$ cat config.mk
export PLATFORM = sky130hd
export DESIGN_NAME = alu_functional_unit_flat
export DESIGN_NICKNAME = d
export VERILOG_FILES = /design/src/rtl/alu_functional_unit_if.sv /design/src/rtl/alu_functional_unit.sv /design/src/flat_wrapper.sv
export SDC_FILE = /design/constraint.sdc
export NUM_CORES = 2
export LEC_CHECK = 0
export ABC_AREA = 1
export CAP_MARGIN = 20
export CORE_MARGIN = 3
export CORE_UTILIZATION = 25
export DETAILED_ROUTE_END_ITERATION = 10
export GPL_TIMING_DRIVEN = 0
export PLACE_DENSITY = 0.4
export SLEW_MARGIN = 10
export SYNTH_ARGS = -nofsm -noshare
export SYNTH_HDL_FRONTEND = slang
export SYNTH_SLANG_ARGS = --single-unit
export TNS_END_PERCENT = 5
$ cat constraint.sdc
create_clock -name clk -period 8.05 [get_ports clk]
set_input_delay 1.2075 -clock clk [delete_from_list [all_inputs] [get_ports clk]]
set_output_delay 1.2075 -clock clk [all_outputs]
set_load 0.05 [all_outputs]
$ cat src/rtl/alu_functional_unit_if.sv
// alu_functional_unit_if: issue and writeback bus between RS, one ALU pipe and the writeback arbiter
interface alu_functional_unit_if #(parameter int TAG_W = 6);
  logic             issue_valid;
  logic             issue_is_LS;
  logic             issue_alusrc;
  logic [3:0]       issue_alu_type;
  logic [TAG_W-1:0] issue_rd_tag;
  logic [TAG_W-1:0] issue_rob_num;
  logic [31:0]      issue_rs1_val;
  logic [31:0]      issue_rs2_val;
  logic [31:0]      issue_imm;
  logic             wb_grant;
  logic             fu_ready;
  logic             wb_valid;
  logic [TAG_W-1:0] wb_tag;
  logic [31:0]      wb_val;
  logic [TAG_W-1:0] wb_rob_num;
  logic             wb_is_LS;
  logic [31:0]      wb_store_data;
  logic             protocol_err;
  modport master (
    output issue_valid, issue_is_LS, issue_alusrc, issue_alu_type, issue_rd_tag, issue_rob_num,
           issue_rs1_val, issue_rs2_val, issue_imm, wb_grant,
    input  fu_ready, wb_valid, wb_tag, wb_val, wb_rob_num, wb_is_LS, wb_store_data, protocol_err
  );
  modport slave (
    input  issue_valid, issue_is_LS, issue_alusrc, issue_alu_type, issue_rd_tag, issue_rob_num,
           issue_rs1_val, issue_rs2_val, issue_imm, wb_grant,
    output fu_ready, wb_valid, wb_tag, wb_val, wb_rob_num, wb_is_LS, wb_store_data, protocol_err
  );
endinterface

$ cat src/rtl/alu_functional_unit.sv
// alu_functional_unit: one RS execution pipe (ALU / multi-cycle MUL / LS address), holds result until wb grant; ALU_FU_READY_BYPASS_EN lets a grant cycle accept the next issue
module alu_functional_unit #(
  parameter int MUL_LATENCY = 4,
  parameter int TAG_W = 6
) (
  input logic clk,
  input logic reset,
  alu_functional_unit_if.slave bus
);
  typedef enum logic [1:0] {IDLE, BUSY, WAIT_WB} state_t;
  state_t state, state_nx;
  logic [3:0] cnt;
  logic [31:0] a_q, b_q, b, res;
  logic ready, accept, is_mul, mul_done, grant_done;
  logic valid_q, is_ls_q, err_q;
  logic [TAG_W-1:0] tag_q, rob_q;
  logic [31:0] val_q, store_q;
  assign b = bus.issue_alusrc ? bus.issue_imm : bus.issue_rs2_val;
  assign is_mul = !bus.issue_is_LS && bus.issue_alu_type == 4'd12;
  assign mul_done = state == BUSY && cnt == 4'd0;
  assign grant_done = state == WAIT_WB && bus.wb_grant;
  assign accept = bus.issue_valid && ready;
`ifdef ALU_FU_READY_BYPASS_EN
  assign ready = state == IDLE || grant_done;
`else
  assign ready = state == IDLE;
`endif
  assign bus.fu_ready = ready;
  assign bus.wb_valid = valid_q;
  assign bus.wb_tag = tag_q;
  assign bus.wb_val = val_q;
  assign bus.wb_rob_num = rob_q;
  assign bus.wb_is_LS = is_ls_q;
  assign bus.wb_store_data = store_q;
  assign bus.protocol_err = err_q;
  // single-cycle result: LS address or ALU op on A and the selected B
  always_comb begin
    res = 32'd0;
    if (bus.issue_is_LS) res = bus.issue_rs1_val + bus.issue_imm;
    else
      case (bus.issue_alu_type)
        4'd1:  res = bus.issue_rs1_val + b;
        4'd2:  res = bus.issue_rs1_val - b;
        4'd3:  res = bus.issue_rs1_val & b;
        4'd4:  res = bus.issue_rs1_val | b;
        4'd5:  res = bus.issue_rs1_val ^ b;
        4'd6:  res = bus.issue_rs1_val << b[4:0];
        4'd7:  res = bus.issue_rs1_val >> b[4:0];
        4'd8:  res = $unsigned($signed(bus.issue_rs1_val) >>> b[4:0]);
        4'd9:  res = {31'd0, $signed(bus.issue_rs1_val) < $signed(b)};
        4'd10: res = {31'd0, bus.issue_rs1_val < b};
        4'd11: res = b;
        default: res = 32'd0;
      endcase
  end
  // state register
  always_ff @(posedge clk or negedge reset)
    if (!reset) state <= IDLE;
    else state <= state_nx;
  // next state: a new issue wins, then MUL completion, then grant release
  always_comb begin
    state_nx = state;
    state_nx = accept ? (is_mul ? BUSY : WAIT_WB) : mul_done ? WAIT_WB : grant_done ? IDLE : state;
  end
  // result/tag capture, MUL countdown, grant clearing and sticky protocol error
  always_ff @(posedge clk or negedge reset)
    if (!reset) begin
      cnt <= 4'd0;
      a_q <= 32'd0;
      b_q <= 32'd0;
      valid_q <= 1'b0;
      is_ls_q <= 1'b0;
      err_q <= 1'b0;
      tag_q <= '0;
      rob_q <= '0;
      val_q <= 32'd0;
      store_q <= 32'd0;
    end else begin
      if (bus.issue_valid && !ready) err_q <= 1'b1;
      if (accept) begin
        tag_q <= bus.issue_rd_tag;
        rob_q <= bus.issue_rob_num;
        is_ls_q <= bus.issue_is_LS;
        store_q <= bus.issue_is_LS ? bus.issue_rs2_val : 32'd0;
        val_q <= is_mul ? 32'd0 : res;
        valid_q <= !is_mul;
        a_q <= bus.issue_rs1_val;
        b_q <= b;
        cnt <= 4'(MUL_LATENCY - 1);
      end else if (mul_done) begin
        val_q <= a_q * b_q;
        valid_q <= 1'b1;
      end else if (grant_done) begin
        valid_q <= 1'b0;
        tag_q <= '0;
        rob_q <= '0;
        is_ls_q <= 1'b0;
        val_q <= 32'd0;
        store_q <= 32'd0;
      end else if (state == BUSY) cnt <= cnt - 4'd1;
    end
endmodule
$ cat src/flat_wrapper.sv
// flat-port wrapper written by rule: the top's interface ports become plain ports
module alu_functional_unit_flat 
#(
  parameter int MUL_LATENCY = 4,
  parameter int TAG_W = 6
)
  (clk, reset, bus_issue_valid, bus_issue_is_LS, bus_issue_alusrc, bus_issue_alu_type, bus_issue_rd_tag, bus_issue_rob_num, bus_issue_rs1_val, bus_issue_rs2_val, bus_issue_imm, bus_wb_grant, bus_fu_ready, bus_wb_valid, bus_wb_tag, bus_wb_val, bus_wb_rob_num, bus_wb_is_LS, bus_wb_store_data, bus_protocol_err);
  alu_functional_unit_if #(.TAG_W(TAG_W)) bus_i ();
  input logic clk;
  input logic reset;
  input wire logic [$bits(bus_i.issue_valid)-1:0] bus_issue_valid;
  input wire logic [$bits(bus_i.issue_is_LS)-1:0] bus_issue_is_LS;
  input wire logic [$bits(bus_i.issue_alusrc)-1:0] bus_issue_alusrc;
  input wire logic [$bits(bus_i.issue_alu_type)-1:0] bus_issue_alu_type;
  input wire logic [$bits(bus_i.issue_rd_tag)-1:0] bus_issue_rd_tag;
  input wire logic [$bits(bus_i.issue_rob_num)-1:0] bus_issue_rob_num;
  input wire logic [$bits(bus_i.issue_rs1_val)-1:0] bus_issue_rs1_val;
  input wire logic [$bits(bus_i.issue_rs2_val)-1:0] bus_issue_rs2_val;
  input wire logic [$bits(bus_i.issue_imm)-1:0] bus_issue_imm;
  input wire logic [$bits(bus_i.wb_grant)-1:0] bus_wb_grant;
  output wire logic [$bits(bus_i.fu_ready)-1:0] bus_fu_ready;
  output wire logic [$bits(bus_i.wb_valid)-1:0] bus_wb_valid;
  output wire logic [$bits(bus_i.wb_tag)-1:0] bus_wb_tag;
  output wire logic [$bits(bus_i.wb_val)-1:0] bus_wb_val;
  output wire logic [$bits(bus_i.wb_rob_num)-1:0] bus_wb_rob_num;
  output wire logic [$bits(bus_i.wb_is_LS)-1:0] bus_wb_is_LS;
  output wire logic [$bits(bus_i.wb_store_data)-1:0] bus_wb_store_data;
  output wire logic [$bits(bus_i.protocol_err)-1:0] bus_protocol_err;
  assign bus_i.issue_valid = bus_issue_valid;
  assign bus_i.issue_is_LS = bus_issue_is_LS;
  assign bus_i.issue_alusrc = bus_issue_alusrc;
  assign bus_i.issue_alu_type = bus_issue_alu_type;
  assign bus_i.issue_rd_tag = bus_issue_rd_tag;
  assign bus_i.issue_rob_num = bus_issue_rob_num;
  assign bus_i.issue_rs1_val = bus_issue_rs1_val;
  assign bus_i.issue_rs2_val = bus_issue_rs2_val;
  assign bus_i.issue_imm = bus_issue_imm;
  assign bus_i.wb_grant = bus_wb_grant;
  assign bus_fu_ready = bus_i.fu_ready;
  assign bus_wb_valid = bus_i.wb_valid;
  assign bus_wb_tag = bus_i.wb_tag;
  assign bus_wb_val = bus_i.wb_val;
  assign bus_wb_rob_num = bus_i.wb_rob_num;
  assign bus_wb_is_LS = bus_i.wb_is_LS;
  assign bus_wb_store_data = bus_i.wb_store_data;
  assign bus_protocol_err = bus_i.protocol_err;
  alu_functional_unit #(.MUL_LATENCY(MUL_LATENCY), .TAG_W(TAG_W)) u_core (.clk(clk), .reset(reset), .bus(bus_i));
endmodule
* Word-level counts from Yosys, hierarchy flattened *
Cells that the tools add are included.

word-level totals
  bits in registers = 149
  input bits = 118
  output and inout bits = 80

operators by class
  $add $sub $neg = 4
  multiply operators = 1
  $lt $le $gt $ge = 2
  equality and inequality tests = 16
  shift-type cells = 3
  mux-type cells = 27
  bitwise logic cells = 3
  reduce and logical (&&, ||, !) cells = 15

operator list
  operator            count
  $pmux 32 s11        1
  $mux 32             9
  $add 32x32->32      2
  $lt 32x32->1        2
  $and 32x32->32      1
  $mul 32x32->32      1
  $or 32x32->32       1
  $shl 32x5->32       1
  $shr 32x5->32       1
  $sshr 32x5->32      1
  $sub 32x32->32      1
  $xor 32x32->32      1
  $mux 6              4
  $eq 4x4->1 const B  5
  $eq 4x3->1 const B  4
  $mux 4              4
  $eq 4x2->1 const B  2
  $mux 2              4
  $logic_and 1x1->1   5
  $mux 1              5
  $eq 4x1->1 const B  1
  $logic_not 4->1     1
  $ne 2x1->1 const B  2
  $reduce_bool 2->1   2
  other kinds (8)     10

* Depth between registers and ports, before layout *
  depth after elaboration = 6
  mapped depth = 39
  gate-level depth less buffers = 37

* Worst setup path after synthesis *
Ideal clock, no wire load.

  path kind = register -> register
  start = reg u_core.b_q[3]
  end = reg u_core.val_q[30], in the netlist u_core.bus.wb_val[30]
  library setup time = 0.129 ns
  arrival = 6.320 ns
  required time = 7.921 ns
  path slack = 1.601 ns
  cell stages (with the launch flop) = 26
  cell sequence = dfrtp_1 clkbuf_1 clkbuf_1 nand2_1 fa_1 inv_1 fa_1 inv_1 fa_1 inv_1 fa_1 fa_1 inv_1 fa_1 inv_1 fa_1 fa_1 ha_1 inv_1 nor3_1 nand2_1 o2111a_1 nand2_1 a21oi_1 o21ai_0 nand3_1

between the ends
  longest elaborated chain between the ends = 3

RTL lines
  element                   line                       RTL
  start: declaration        alu_functional_unit.sv:13  logic [31:0] a_q, b_q, b, res;
  start signal: assignment  alu_functional_unit.sv:70  b_q <= 32'd0;
  start signal: assignment  alu_functional_unit.sv:88  b_q <= b;
  $mul 32x32->32            alu_functional_unit.sv:91  val_q <= a_q * b_q;
  $mux 32                   alu_functional_unit.sv:90  end else if (mul_done) begin
  $mux 32                   alu_functional_unit.sv:80  if (accept) begin
  end signal: assignment    alu_functional_unit.sv:85  val_q <= is_mul ? 32'd0 : res;
  end signal: assignment    alu_functional_unit.sv:91
  end: declaration          alu_functional_unit.sv:17  logic [31:0] val_q, store_q;

Every way passes these cells.
A chain may end at the register's enable or synchronous reset.

* Worst setup path after layout *
  start = reg u_core.b_q[7]
  end = reg u_core.val_q[31], in the netlist u_core.bus.wb_val[31]

Same word-level chain as after synthesis.

==> run metrics <==
RSZ-0062 raised after global routing=yes; register area=3710 um2; Setup crit end kind=flip-flop; WP data arrival=roughly 8000 ps; routed len/inst=~27 um; grt ovf=0; Avg Cell Area, Syn=roughly 6.5 um2; Hold Path Class=flip-flop to flip-flop; P&R area growth vs syn=14.6%; biggest area consumer among synthesized cells=fa_1; R2R setup slack=290 ps; initial antenna violation count=20; ys async rst share=1.00; die area=about 140,000 um2; startpoint type of the worst setup path=flip-flop; Worst Reg-to-Reg Cells=23; Initial DRC Count=3,332; worst setup path start=u_core.b_q[7]; clock sinks=about 150; clk buf depth=2; area of the multi-input gates=approximately 26,000 um2; Die Wd=378 um; min Tclk post-route=7760 ps; Clk Latency, worst-skew pair=about 500 ps; max-slew violation count=0; pin count of the biggest net entering global routing=97; Reg2Reg Capture Point=u_core.bus.wb_val[31]; commonest non-fill, non-tap cell in the layout=nand2_1; Slew @ Worst Pin=between 1000 and 1500 ps; highest-count cells in the layout ignoring fill and taps=1,570 x nand2_1, 1,095 x inv_1, 411 x fa_1, 343 x nand3_1, 289 x o21ai_0; Area contributors post-synth=fa_1 24%, nand2_1 17%, inv_1 12%; status=completed; FF+latch count, synth=around 150; # IOs=slightly below 200; Hold Vio Cnt, Final=0; Cell Area, Placed=slightly below 40,000 um2; Reg clk slew, reported paths=70 ps; fmax=about 130 MHz; Mapped Area=34,600 um2; clock tree root buffer cell=clkbuf_16; starting density of the core=0.254; area share of the leading cell type in the synthesized netlist=0.238; Final #Nets=6,305; Syn Nets=roughly 6,100; Final setup viols=0; total core area=~140,000 um2; Ys Warns=0; share of cells above drive strength 1=0.0389; Crit Path Category=flip-flop to flip-flop; Unique masters post-synth=53; Hold Crit Start=u_core.cnt[3]; relative slew slack=0.256; sink of the worst hold path=u_core.cnt[3]; first-pass GRT wire length=about 280,000 um; Residual DRC=0; global-route usage over all layers=0.276; Total Wirelength=slightly below 200,000 um; antenna-violating nets left=0; max-cap violations=0; skew final=roughly 13 ps; # port buffers=roughly 200; DR pass1 iterations=6; fin worst setup slack=between 200 and 300 ps; fin crit share=0.964; FP Rows=approximately 140; Seq/Total Area, Yosys=0.107; Via density=slightly below 5; die height=around 380 um; Vias=about 36,000; worst hold path depth=1; Required @ worst endpoint=around 8500 ps; worst-path fanout max=10; DP HPWL=around 170,000 um; routability cong.=1.02; Setup WS pre-CTS=-707 ps; vias in the first global route=roughly 36,000; Post-synth EDFFs=0; number of fill cells=roughly 16,000; main flop type after synthesis=dfrtp_1; worst reg2reg path startpoint=u_core.b_q[7]; H-Tree Depth=4; Post-Syn Instances=5,301; Num CTS Buffers=17; final instance area=39,700 um2; TritonCTS clock tree=built
==> kinds of logic (layout without fill, tap and decap cells) <==
group,after synthesis,in the layout,share of synthesized area
xor+xnor,25,25,0.00632
flops,148,148,0.107
simple gates,2302,2302,0.272
compound gates,796,796,0.134
other cells,0,9,0
buf+inv,1363,1596,0.151
mux,3,3,0.000867
fa+ha+maj,664,664,0.329
==> metrics by stage <==
stage	hold slack, ps	util	std cells	TNS, ps
floorplan	434	-	5301	0
global placement	456	0.284	7278	-220730
detailed placement	459	0.287	7301	-2700
CTS	473	0.291	7324	0
global route	488	0.291	7315	-3.53
finish	471	0.291	7324	0
==> cells in the mapped netlist (4+ instances only) <==
master and n:
clkbuf_1 176, nand3_1 343, ha_1 253, o21ai_1 42, nand3b_1 7, a21o_1 7, buf_2 43, inv_1 1095
a21oi_1 230, nor2_1 252, o21bai_1 22, inv_2 7, buf_1 30, or2_2 33, o21ai_0 305, xnor2_1 15
fa_1 411, a21boi_0 11, nand4_1 57, a32o_1 32, o211ai_1 34, nand2_1 1570, o21ai_2 17, o221ai_1 6
xor2_1 10, dfrtp_1 148, a221oi_1 13, o2111ai_1 4, o22ai_1 29, a211oi_1 5, a31oi_1 10, o21a_1 11
nor3_1 17, buf_6 7, nor4_1 8, a22o_1 14
==> worst max path at each step <==
stage / end / slack (ps) / cells past startpoint
after floorplan: u_core.bus.wb_val[30] / 1600 / 25
after global placement: u_core.bus.wb_store_data[9] / -1530 / 1
after detailed placement: u_core.bus.wb_val[31] / -710 / 24
after CTS: u_core.bus.wb_val[31] / 4 / 24
after global routing: u_core.bus.wb_val[29] / -4 / 26
final: u_core.bus.wb_val[31] / 290 / 23
==> layer usage <==
layer / global-route usage / vias up / wire length [um] / share of wire
met5: 0 / - / 46 / 0.00023
met4: 0.169 / 8 / 14100 / 0.072
met3: 0.0261 / 345 / 9640 / 0.049
met2: 0.449 / 1364 / 89900 / 0.46
met1: 0.353 / 17800 / 83600 / 0.42
li1: - / 16900 / - / -
==> layout make-up <==
class                      instances  share of cell area
tap                             1781              0.0561
sequential                       148              0.0934
multi-input combinational       3790               0.648
clock buffer                      20              0.0110
antenna                            9            0.000567
buffer                           244              0.0272
inverter                        1103               0.104
timing repair buffer             219              0.0565
clock inverter                    10             0.00255
==> registers in the layout (all words and copies together), names as in the netlist <==
name / count
u_core.cnt: 4
u_core.bus.wb_is_LS: 1
u_core.state: 1
u_core.bus.wb_valid: 1
u_core.a_q: 32
u_core.b_q: 32
u_core.bus.wb_store_data: 32
u_core.bus.protocol_err: 1
u_core.bus.wb_rob_num: 6
u_core.bus.wb_tag: 6
u_core.bus.wb_val: 32
==> worst max-delay path: stages, from the launching register on <==
cell and delay, ps:
dfrtp_1 750, clkbuf_1 590, nand2_1 160, fa_1 510
inv_1 50, fa_1 490, fa_1 510, inv_1 50
fa_1 470, inv_1 50, fa_1 480, fa_1 570
fa_1 470, fa_1 720, ha_1 380, a21oi_1 250
o21bai_1 90, a21oi_1 130, o211ai_1 120, nor2_2 380
inv_1 80, nand3_1 100, nand3_1 140, nand3_1 120
==> what timing repair did <==
item | in CTS | in global routing
resized for setup | 15 | 45
endpoints found under the setup margin | 12 | 10
cloned | 0 | 0
pin swaps | 0 | 0
hold buffers | 0 | 0
buffers inserted | 0 | 0
Power is not shown: default switching activity piles up to over one toggle a cycle in this logic, so the estimate is an artifact.
